`src/rtl/t01_arb_pkg.sv`:
```
// Shared FSM state type and channel indices for the t01 request arbiter.
package t01_arb_pkg;

    typedef enum logic [1:0] {
        IDLE  = 2'd0,
        ISSUE = 2'd1,
        WAIT  = 2'd2,
        DONE  = 2'd3
    } state_t;

    localparam int CH_INSTR = 0;
    localparam int CH_DATA  = 1;
    localparam int CH_FSM   = 2;

endpackage

```
`src/rtl/t01_arb_grant.sv`:
```
// One-hot winner selection over the request vector. Fixed priority (channel 0 first) by
// default; with T01_ARB_ROUND_ROBIN_EN a rotating pointer sets where the search starts.
module t01_arb_grant #(
    parameter int NUM_CH = 3
) (
`ifdef T01_ARB_ROUND_ROBIN_EN
    input  logic              clk,
    input  logic              nRST,
    input  logic              advance,
    input  logic [NUM_CH-1:0] owner,
`endif
    input  logic [NUM_CH-1:0] req,
    output logic [NUM_CH-1:0] winner
);

    localparam logic [NUM_CH-1:0] ONE = NUM_CH'(1);

`ifdef T01_ARB_ROUND_ROBIN_EN
    localparam int PTR_W = $clog2(NUM_CH);

    logic [PTR_W-1:0]    ptr_q, ptr_d;
    logic [NUM_CH-1:0]   req_rot, win_rot;
    logic [2*NUM_CH-1:0] win_dbl;

    // Rotate so the pointer channel sits at bit 0, isolate the lowest set bit, rotate back.
    always_comb begin
        req_rot = NUM_CH'({req, req} >> ptr_q);
        win_rot = req_rot & (~req_rot + ONE);
        win_dbl = {{NUM_CH{1'b0}}, win_rot} << ptr_q;
        winner  = win_dbl[NUM_CH-1:0] | win_dbl[2*NUM_CH-1:NUM_CH];
    end

    always_comb begin
        ptr_d = ptr_q;
        for (int c = 0; c < NUM_CH; c++) begin
            if (owner[c]) begin
                ptr_d = (c == NUM_CH - 1) ? '0 : PTR_W'(c + 1);
            end
        end
    end

    always_ff @(posedge clk or negedge nRST) begin
        if (!nRST) begin
            ptr_q <= '0;
        end else if (advance) begin
            ptr_q <= ptr_d;
        end
    end
`else
    always_comb begin
        winner = req & (~req + ONE);
    end
`endif

endmodule

```
`src/rtl/t01_request_arbiter.sv`:
```
// Arbitrates NUM_CH requesters onto one Wishbone manager port, one transaction in flight.
// Define T01_ARB_ROUND_ROBIN_EN for round-robin arbitration; fixed priority otherwise.
module t01_request_arbiter
    import t01_arb_pkg::*;
#(
    parameter int NUM_CH = 3,
    parameter int ADDR_W = 32,
    parameter int DATA_W = 32
) (
    input  logic                       clk,
    input  logic                       nRST,
    input  logic [NUM_CH-1:0]          req_read,
    input  logic [NUM_CH-1:0]          req_write,
    input  logic [NUM_CH*ADDR_W-1:0]   req_adr,
    input  logic [NUM_CH*DATA_W-1:0]   req_wdata,
    input  logic [NUM_CH*DATA_W/8-1:0] req_sel,
    output logic [NUM_CH-1:0]          req_done,
    output logic [DATA_W-1:0]          req_rdata,
    output logic [NUM_CH-1:0]          grant_o,
    input  logic                       busy_o,
    input  logic [DATA_W-1:0]          cpu_dat_o,
    output logic [DATA_W-1:0]          cpu_dat_i,
    output logic [ADDR_W-1:0]          adr_i,
    output logic [DATA_W/8-1:0]        sel_i,
    output logic                       write_i,
    output logic                       read_i
);

    localparam int SEL_W = DATA_W / 8;

    state_t            state_q, state_d;
    logic [NUM_CH-1:0] req_any, winner, grant_q;
    logic [ADDR_W-1:0] adr_q, pick_adr;
    logic [DATA_W-1:0] wdata_q, pick_wdata, rdata_q;
    logic [SEL_W-1:0]  sel_q, pick_sel;
    logic              write_q, pick_write;

    assign req_any = req_read | req_write;

    t01_arb_grant #(
        .NUM_CH (NUM_CH)
    ) u_grant (
`ifdef T01_ARB_ROUND_ROBIN_EN
        .clk     (clk),
        .nRST    (nRST),
        .advance (state_q == DONE),
        .owner   (grant_q),
`endif
        .req     (req_any),
        .winner  (winner)
    );

    // Winner's request fields; a simultaneous read and write resolves to the write.
    always_comb begin
        pick_adr   = '0;
        pick_wdata = '0;
        pick_sel   = '0;
        pick_write = 1'b0;
        for (int c = 0; c < NUM_CH; c++) begin
            if (winner[c]) begin
                pick_adr   = req_adr[c*ADDR_W +: ADDR_W];
                pick_wdata = req_wdata[c*DATA_W +: DATA_W];
                pick_sel   = req_sel[c*SEL_W +: SEL_W];
                pick_write = req_write[c];
            end
        end
    end

    always_comb begin
        state_d  = state_q;
        read_i   = 1'b0;
        write_i  = 1'b0;
        req_done = '0;
        unique case (state_q)
            IDLE: begin
                if (|req_any) state_d = ISSUE;
            end
            ISSUE: begin
                read_i  = !write_q;
                write_i = write_q;
                state_d = WAIT;
            end
            WAIT: begin
                if (!busy_o) state_d = DONE;
            end
            DONE: begin
                req_done = grant_q;
                state_d  = IDLE;
            end
            default: state_d = IDLE;
        endcase
    end

    // Request fields are frozen at grant so requesters may drop or change them mid-flight.
    always_ff @(posedge clk or negedge nRST) begin
        if (!nRST) begin
            state_q <= IDLE;
            grant_q <= '0;
            adr_q   <= '0;
            wdata_q <= '0;
            sel_q   <= '0;
            write_q <= 1'b0;
            rdata_q <= '0;
        end else begin
            state_q <= state_d;
            if (state_q == IDLE && |req_any) begin
                grant_q <= winner;
                adr_q   <= pick_adr;
                wdata_q <= pick_wdata;
                sel_q   <= pick_sel;
                write_q <= pick_write;
            end
            if (state_q == DONE) begin
                grant_q <= '0;
            end
            if (state_q == WAIT && !busy_o && !write_q) begin
                rdata_q <= cpu_dat_o;
            end
        end
    end

    assign grant_o   = grant_q;
    assign adr_i     = adr_q;
    assign sel_i     = sel_q;
    assign cpu_dat_i = wdata_q;
    assign req_rdata = rdata_q;

endmodule

```
`config.mk`:
```
export PLATFORM = sky130hd
export DESIGN_NAME = t01_request_arbiter
export DESIGN_NICKNAME = d
export VERILOG_FILES = /design/src/rtl/t01_arb_pkg.sv /design/src/rtl/t01_arb_grant.sv /design/src/rtl/t01_request_arbiter.sv
export SDC_FILE = /design/constraint.sdc
export NUM_CORES = 1
export LEC_CHECK = 0
export ABC_AREA = 1
export CORE_AREA = 2 2 136 138
export DETAILED_ROUTE_END_ITERATION = 8
export DIE_AREA = 0 0 138 140
export GPL_ROUTABILITY_DRIVEN = 0
export PLACE_DENSITY = 0.73
export SLEW_MARGIN = 20
export SYNTH_ARGS = -nofsm -noshare
export SYNTH_HDL_FRONTEND = slang
export SYNTH_SLANG_ARGS = --single-unit
```
`constraint.sdc`:
```
create_clock -name clk -period 2.1 [get_ports clk]
set_input_delay 0.63 -clock clk [delete_from_list [all_inputs] [get_ports clk]]
set_output_delay 0.63 -clock clk [all_outputs]
set_load 0.02 [all_outputs]
```
==> results.json, run 1 <==
{
  "status": "finished clean",
  "hold_viol_final": 0,
  "synth_warnings": 0,
  "die_h_um": 140,
  "final_common_cell": "clkdlybuf4s50_1",
  "ys_seq_area_frac": 0.437,
  "max_slew_margin": 0.798,
  "fin_crit_ps": 2010,
  "port_buffers": 352,
  "syn2layout_area_growth_pct": 71.9,
  "cts_tree": "built",
  "post_cts.repair.setup_buffers": 0,
  "syn_area_per_cell_um2": 7.51,
  "dp_slack_ps": -89.7,
  "track_usage": 0.228,
  "drt-vias-per-instance": 4.91,
  "arrival_ps": 1380,
  "report.final.slew_viol_count": 0,
  "power.total_uw": 11800,
  "crit_slowest_cell": "clkdlybuf4s50_1",
  "cp_top_family": "buffers and inverters",
  "synth_nets": 1056,
  "num_antenna_cells": 0,
  "grt_pass1_wl_um": 36000,
  "critPathCaptureType": "output pin",
  "p_leak_uw": 0.00495,
  "grt_pass1_vias": 6791,
  "postLayoutCoreUtil": 0.586,
  "grt_start_max_net_pins": 52,
  "p_sw_uw": 4730,
  "clk_pin_slew_ps": 80,
  "p_seq_frac": 0.307,
  "whs_ps": 157,
  "power_density_nw_per_um2": 1130,
  "cts-root-buf": "clkbuf_16",
  "min_path_type": "in2async",
  "cts_buffer_depth": 2,
  "period_share": 0.958,
  "cp.buffers_inverters": 1,
  "setup_ws_ps": 87.5,
  "dp_hpwl_um": 17000,
  "route.detailed.drc": 0,
  "syn_area_um2": 6060,
  "multi_input_area_um2": 2820,
  "fp.coreArea_um2": 17800,
  "setup_viol": 0,
  "antenna_found_initial": 0,
  "vias": 6760,
  "crit_chain": "clkdlybuf4s50_1",
  "startpoint_type": "flip-flop",
  "wirelength_um": 22400,
  "dieArea_um2": 19300,
  "p_int_uw": 7040,
  "synth.distinct_cells": 18,
  "dr.pass1.iters": 4,
  "fp-row-count": 49,
  "p_sw_frac": 0.402,
  "crit_type": "reg2out",
  "cp_max_fo": 2,
  "start_util": 0.341,
  "grt-ovfl-total": 0,
  "final_nets": 1392,
  "critPathRequiredTime_ps": 1470,
  "worst_pin_slew_ps": 302,
  "p_comb_frac": 0.549,
  "numCtsBuffers": 9,
  "fillers": 1606,
  "clock.fmax_ghz": 0.497,
  "rsz0062_at_grt": "false",
  "maxCapViolations": 0,
  "ant_nets": 0,
  "layout_common_cells": "clkdlybuf4s50_1, nand2_1, nand3_1, dfrtp_1, inv_1",
  "synthCells": 807,
  "seqCellArea_um2": 2650,
  "clock-sinks": 106,
  "drive_gt1_frac": 0.0897,
  "ctsHtreeMaxLevel": 3,
  "drt_iter0_markers": 315,
  "clk_latency_ps": 350,
  "clkPwrFrac": 0.145,
  "max_stage_delay_ps": 640,
  "peakVddDrop_uv": 773,
  "dieWidth_um": 138,
  "wl_per_cell_um": 16.3,
  "finClkSkew_ps": 11.1,
  "ioPinCount": 353,
  "yosys_register_bits": 106
}
-- cell families after synthesis --
kind of cell / Yosys count / share of synthesized area
DFF: 106 / 0.437
and+or+nand+nor: 512 / 0.392
muxes: 32 / 0.0594
buffers and inverters: 150 / 0.0999
adders and majority gates: 4 / 0.00825
AOI/OAI and AO/OA: 3 / 0.00248
-- power by group through the flow --
stage	sequential (µW)	combinational, µW	clock, µW
floorplan	4750	2000	0
global placement	3590	6470	0
detailed placement	3610	6550	0
CTS	3600	6550	1760
global route	3720	6950	1830
finish	3610	6460	1700
-- synth_stat cells --
cell type | number | share of area
dfrtp_1 | 106 | 0.44
buf_2 | 25 | 0.021
buf_6 | 1 | 0.0019
nand3_1 | 212 | 0.17
nor2_4 | 2 | 0.0037
o21ai_0 | 3 | 0.0025
nand2_2 | 1 | 0.0010
nor2_1 | 5 | 0.0031
or2_2 | 1 | 0.0010
clkbuf_1 | 33 | 0.020
nand2_1 | 222 | 0.14
mux2_2 | 32 | 0.059
nand4_1 | 69 | 0.071
inv_2 | 2 | 0.0012
buf_4 | 1 | 0.0012
buf_1 | 7 | 0.0043
inv_1 | 81 | 0.050
ha_1 | 4 | 0.0083
-- stage by stage --
| step | std cells | TNS (ps) | cell area (µm²) |
|---|---|---|---|
| floorplan | 807 | 0 | 6060 |
| global placement | 1361 | -129 | 10100 |
| detailed placement | 1361 | -426 | 10100 |
| CTS | 1377 | 0 | 10500 |
| global route | 1377 | 0 | 10400 |
| finish | 1377 | 0 | 10400 |
-- area by class of cell --
| cell class | count | share of cell area |
|---|---|---|
| Timing Repair Buffer | 392 | 0.389 |
| Multi-Input combinational cell | 551 | 0.270 |
| Sequential cell | 106 | 0.254 |
| Inverter | 83 | 0.0299 |
| Tap cell | 229 | 0.0275 |
| Clock buffer | 10 | 0.0229 |
| Clock inverter | 6 | 0.00588 |
-- sequential cells by signal (all words and copies together) (netlist names) --
name / flops
adr_i: 32
cpu_dat_i: 32
req_rdata: 32
sel_i: 4
grant_o: 3
state_q: 2
write_q: 1
-- worst paths after layout --
check | from | end | slack [ps] | cells after the start
min reg2reg | cpu_dat_i[28] | cpu_dat_i[28] | 480 | 2
max in group asynchronous | nRST | req_rdata[10] | 1370 | 2
max reg2reg | state_q[1] | req_rdata[27] | 540 | 5
min in group clk | cpu_dat_i[28] | cpu_dat_i[28] | 480 | 2
min | nRST | req_rdata[15] | 160 | 1
max | adr_i[20] | adr_i[20] | 90 | 1
-- repair_timing --
action                                  CTS  global route
endpoints found under the setup margin    5             5
resized for setup                        12             7
pin swaps                                 0             0
hold buffers                              0             0
-- metal layers --
layer	track usage	vias to the layer above	wire length, µm
met5	0	-	0
met4	0.0897	0	763
met3	0.0455	48	1450
met2	0.393	252	11000
met1	0.282	3109	9190
li1	-	3351	-
(Power assumes the default switching activity.)
==> run 2, diff against run 1 <==
- CTS_CLUSTER_SIZE: not set -> 8
- PLACE_DENSITY: 0.73 -> not set
- PLACE_DENSITY_LB_ADDON: not set -> 0.25
==> run 2 against run 1 <==
Routed wire length is 0.33% lower. Register-to-register slack better by 30 ps. Die area stayed put. Sequential share of layout area is 0.26 points lower. Global-route usage is 0.087 points higher. Clock-buffer cell count is 1 lower. Highest routed layer unchanged.
==> results.json, run 2 (synthesis results as in run 1) <==
{
  "final_common_cell": "clkdlybuf4s50_1",
  "finClkSkew_ps": 16.0,
  "p_leak_uw": 0.00497,
  "period_share": 0.964,
  "dieWidth_um": 138,
  "reg2reg_depth": 5,
  "drive_gt1_frac": 0.0899,
  "setup_viol": 0,
  "numCtsBuffers": 9,
  "power.total_uw": 11900,
  "crit_chain": "clkdlybuf4s50_1",
  "grt_pass1_vias": 6667,
  "clk_latency_ps": 360,
  "ioPinCount": 353,
  "final_nets": 1390,
  "syn2layout_area_growth_pct": 73.7,
  "cts-root-buf": "clkbuf_16",
  "clk_pin_slew_ps": 90,
  "multi_input_area_um2": 2830,
  "startpoint_type": "flip-flop",
  "grt-ovfl-total": 0,
  "fin_crit_ps": 2020,
  "die_h_um": 140,
  "layout_common_cells": "clkdlybuf4s50_1, nand2_1, nand3_1, dfrtp_1, inv_1",
  "rsz0062_at_grt": "false",
  "wl_per_cell_um": 16.2,
  "port_buffers": 352,
  "worst_pin_slew_ps": 463,
  "wirelength_um": 22300,
  "dp.cells": 1359,
  "ff2ff_setup_slack_ps": 570,
  "clock-sinks": 106,
  "critPathRequiredTime_ps": 1470,
  "cts_tree": "built",
  "fin_area_um2": 10500,
  "place_area_um2": 10200,
  "crit_slowest_cell": "clkdlybuf4s50_1",
  "dr.pass1.iters": 5,
  "drt-vias-per-instance": 4.99,
  "ant_nets": 0,
  "grt_start_max_net_pins": 45,
  "min_path_type": "in2async",
  "grt_pass1_wl_um": 35900,
  "cp_top_family": "buffers and inverters",
  "report.final.slew_viol_count": 0,
  "critPathCaptureType": "output pin",
  "fp.coreArea_um2": 17800,
  "cp_max_fo": 2,
  "status": "finished clean",
  "antenna_found_initial": 0,
  "fillers": 1632,
  "ctsHoldBuffers": 0,
  "maxCapViolations": 0,
  "arrival_ps": 1390,
  "whs_ps": 201,
  "dieArea_um2": 19300,
  "max_slew_margin": 0.691,
  "route.detailed.drc": 0,
  "ctsHtreeMaxLevel": 3,
  "timing.rr.end": "req_rdata[13]",
  "r2r_start": "state_q[0]",
  "power_density_nw_per_um2": 1130,
  "fp-row-count": 49,
  "cts_buffer_depth": 2,
  "dp_hpwl_um": 16900,
  "max_stage_delay_ps": 640,
  "vias": 6861,
  "crit_type": "reg2out",
  "track_usage": 0.229,
  "clock.fmax_ghz": 0.494,
  "cp.buffers_inverters": 1,
  "num_antenna_cells": 0,
  "start_util": 0.341,
  "hold_viol_final": 0,
  "peakVddDrop_uv": 792,
  "drt_iter0_markers": 243,
  "seqCellArea_um2": 2650,
  "finalNonFillerCells": 1375
}
==> run 2: cell count changes in the layout (fill, tap and decap cells not counted), sizes merged <==
cell / before / now
clkinvlp: 1 / 0
clkinv: 3 / 4
clkbuf: 13 / 10
inv: 85 / 86
buf: 43 / 41
clkdlybuf4s15: 0 / 2
==> run 2: power by group <==
| part | total (µW) | internal (µW) | switching, µW |
|---|---|---|---|
| logic | 6550 | 3220 | 3340 |
| registers | 3600 | 3040 | 556 |
| clock network | 1730 | 852 | 878 |
| total | 11900 | 7110 | 4770 |
==> run 2: worst reg2reg max path: cells and delay by family (launching register included) <==
kind / cells / cell delay (ps)
multiplexers: 1 / 380
flip-flops: 1 / 410
adder cells (fa/ha/maj): 1 / 220
AND/OR/NAND/NOR: 1 / 110
buffers and inverters: 2 / 290
==> run 2: cell type report <==
class | instances | share of cell area
Multi-Input combinational cell | 551 | 0.268
Clock buffer | 9 | 0.0214
Timing Repair Buffer | 390 | 0.394
Tap cell | 229 | 0.0272
Clock inverter | 7 | 0.00796
Inverter | 83 | 0.0296
Sequential cell | 106 | 0.252
==> run 2: worst max-delay path by stage <==
stage	from	endpoint	slack, ps	cells after the start
finish	adr_i[14]	adr_i[14]	80	1
global route	state_q[1]	read_i	9	5
CTS	state_q[0]	req_done[0]	0.6	4
detailed placement	req_write[0]	adr_i[5]	-10	9
global placement	req_write[0]	adr_i[5]	20	9
floorplan	req_write[0]	cpu_dat_i[16]	490	6
==> run 2: per-layer routing <==
layer  part of all wire  track usage  vias up  routed length (µm)
li1                   -            -     3352                   -
met1               0.40        0.281     3205                9020
met2               0.50        0.396      268               11200
met3              0.068       0.0554       36                1520
met4              0.027       0.0768        0                 610
met5                  0            0        -                   0
==> run 2: metrics by stage <==
| stage | util | setup TNS, ps | setup slack [ps] |
|---|---|---|---|
| 2_1_floorplan | - | 0 | 491 |
| 3_3_place_gp | 0.575 | 0 | 23.8 |
| 3_5_place_dp | 0.575 | -17.4 | -10.6 |
| 4_1_cts | 0.593 | 0 | 0.625 |
| 5_1_grt | 0.592 | 0 | 8.80 |
| 6_report | 0.592 | 0 | 75.6 |
==> run 2: repair_timing <==
item,CTS,global route
buffers inserted,0,0
gates cloned,0,0
hold endpoints to repair,0,0
setup endpoints to repair,4,4
gates resized for setup,11,5
==> run 3, diff against run 2 <==
- CTS_CLUSTER_DIAMETER: not set -> 50
==> results of run 3 <==
The final DEF is identical to that of run 2; final timing and power are the same.
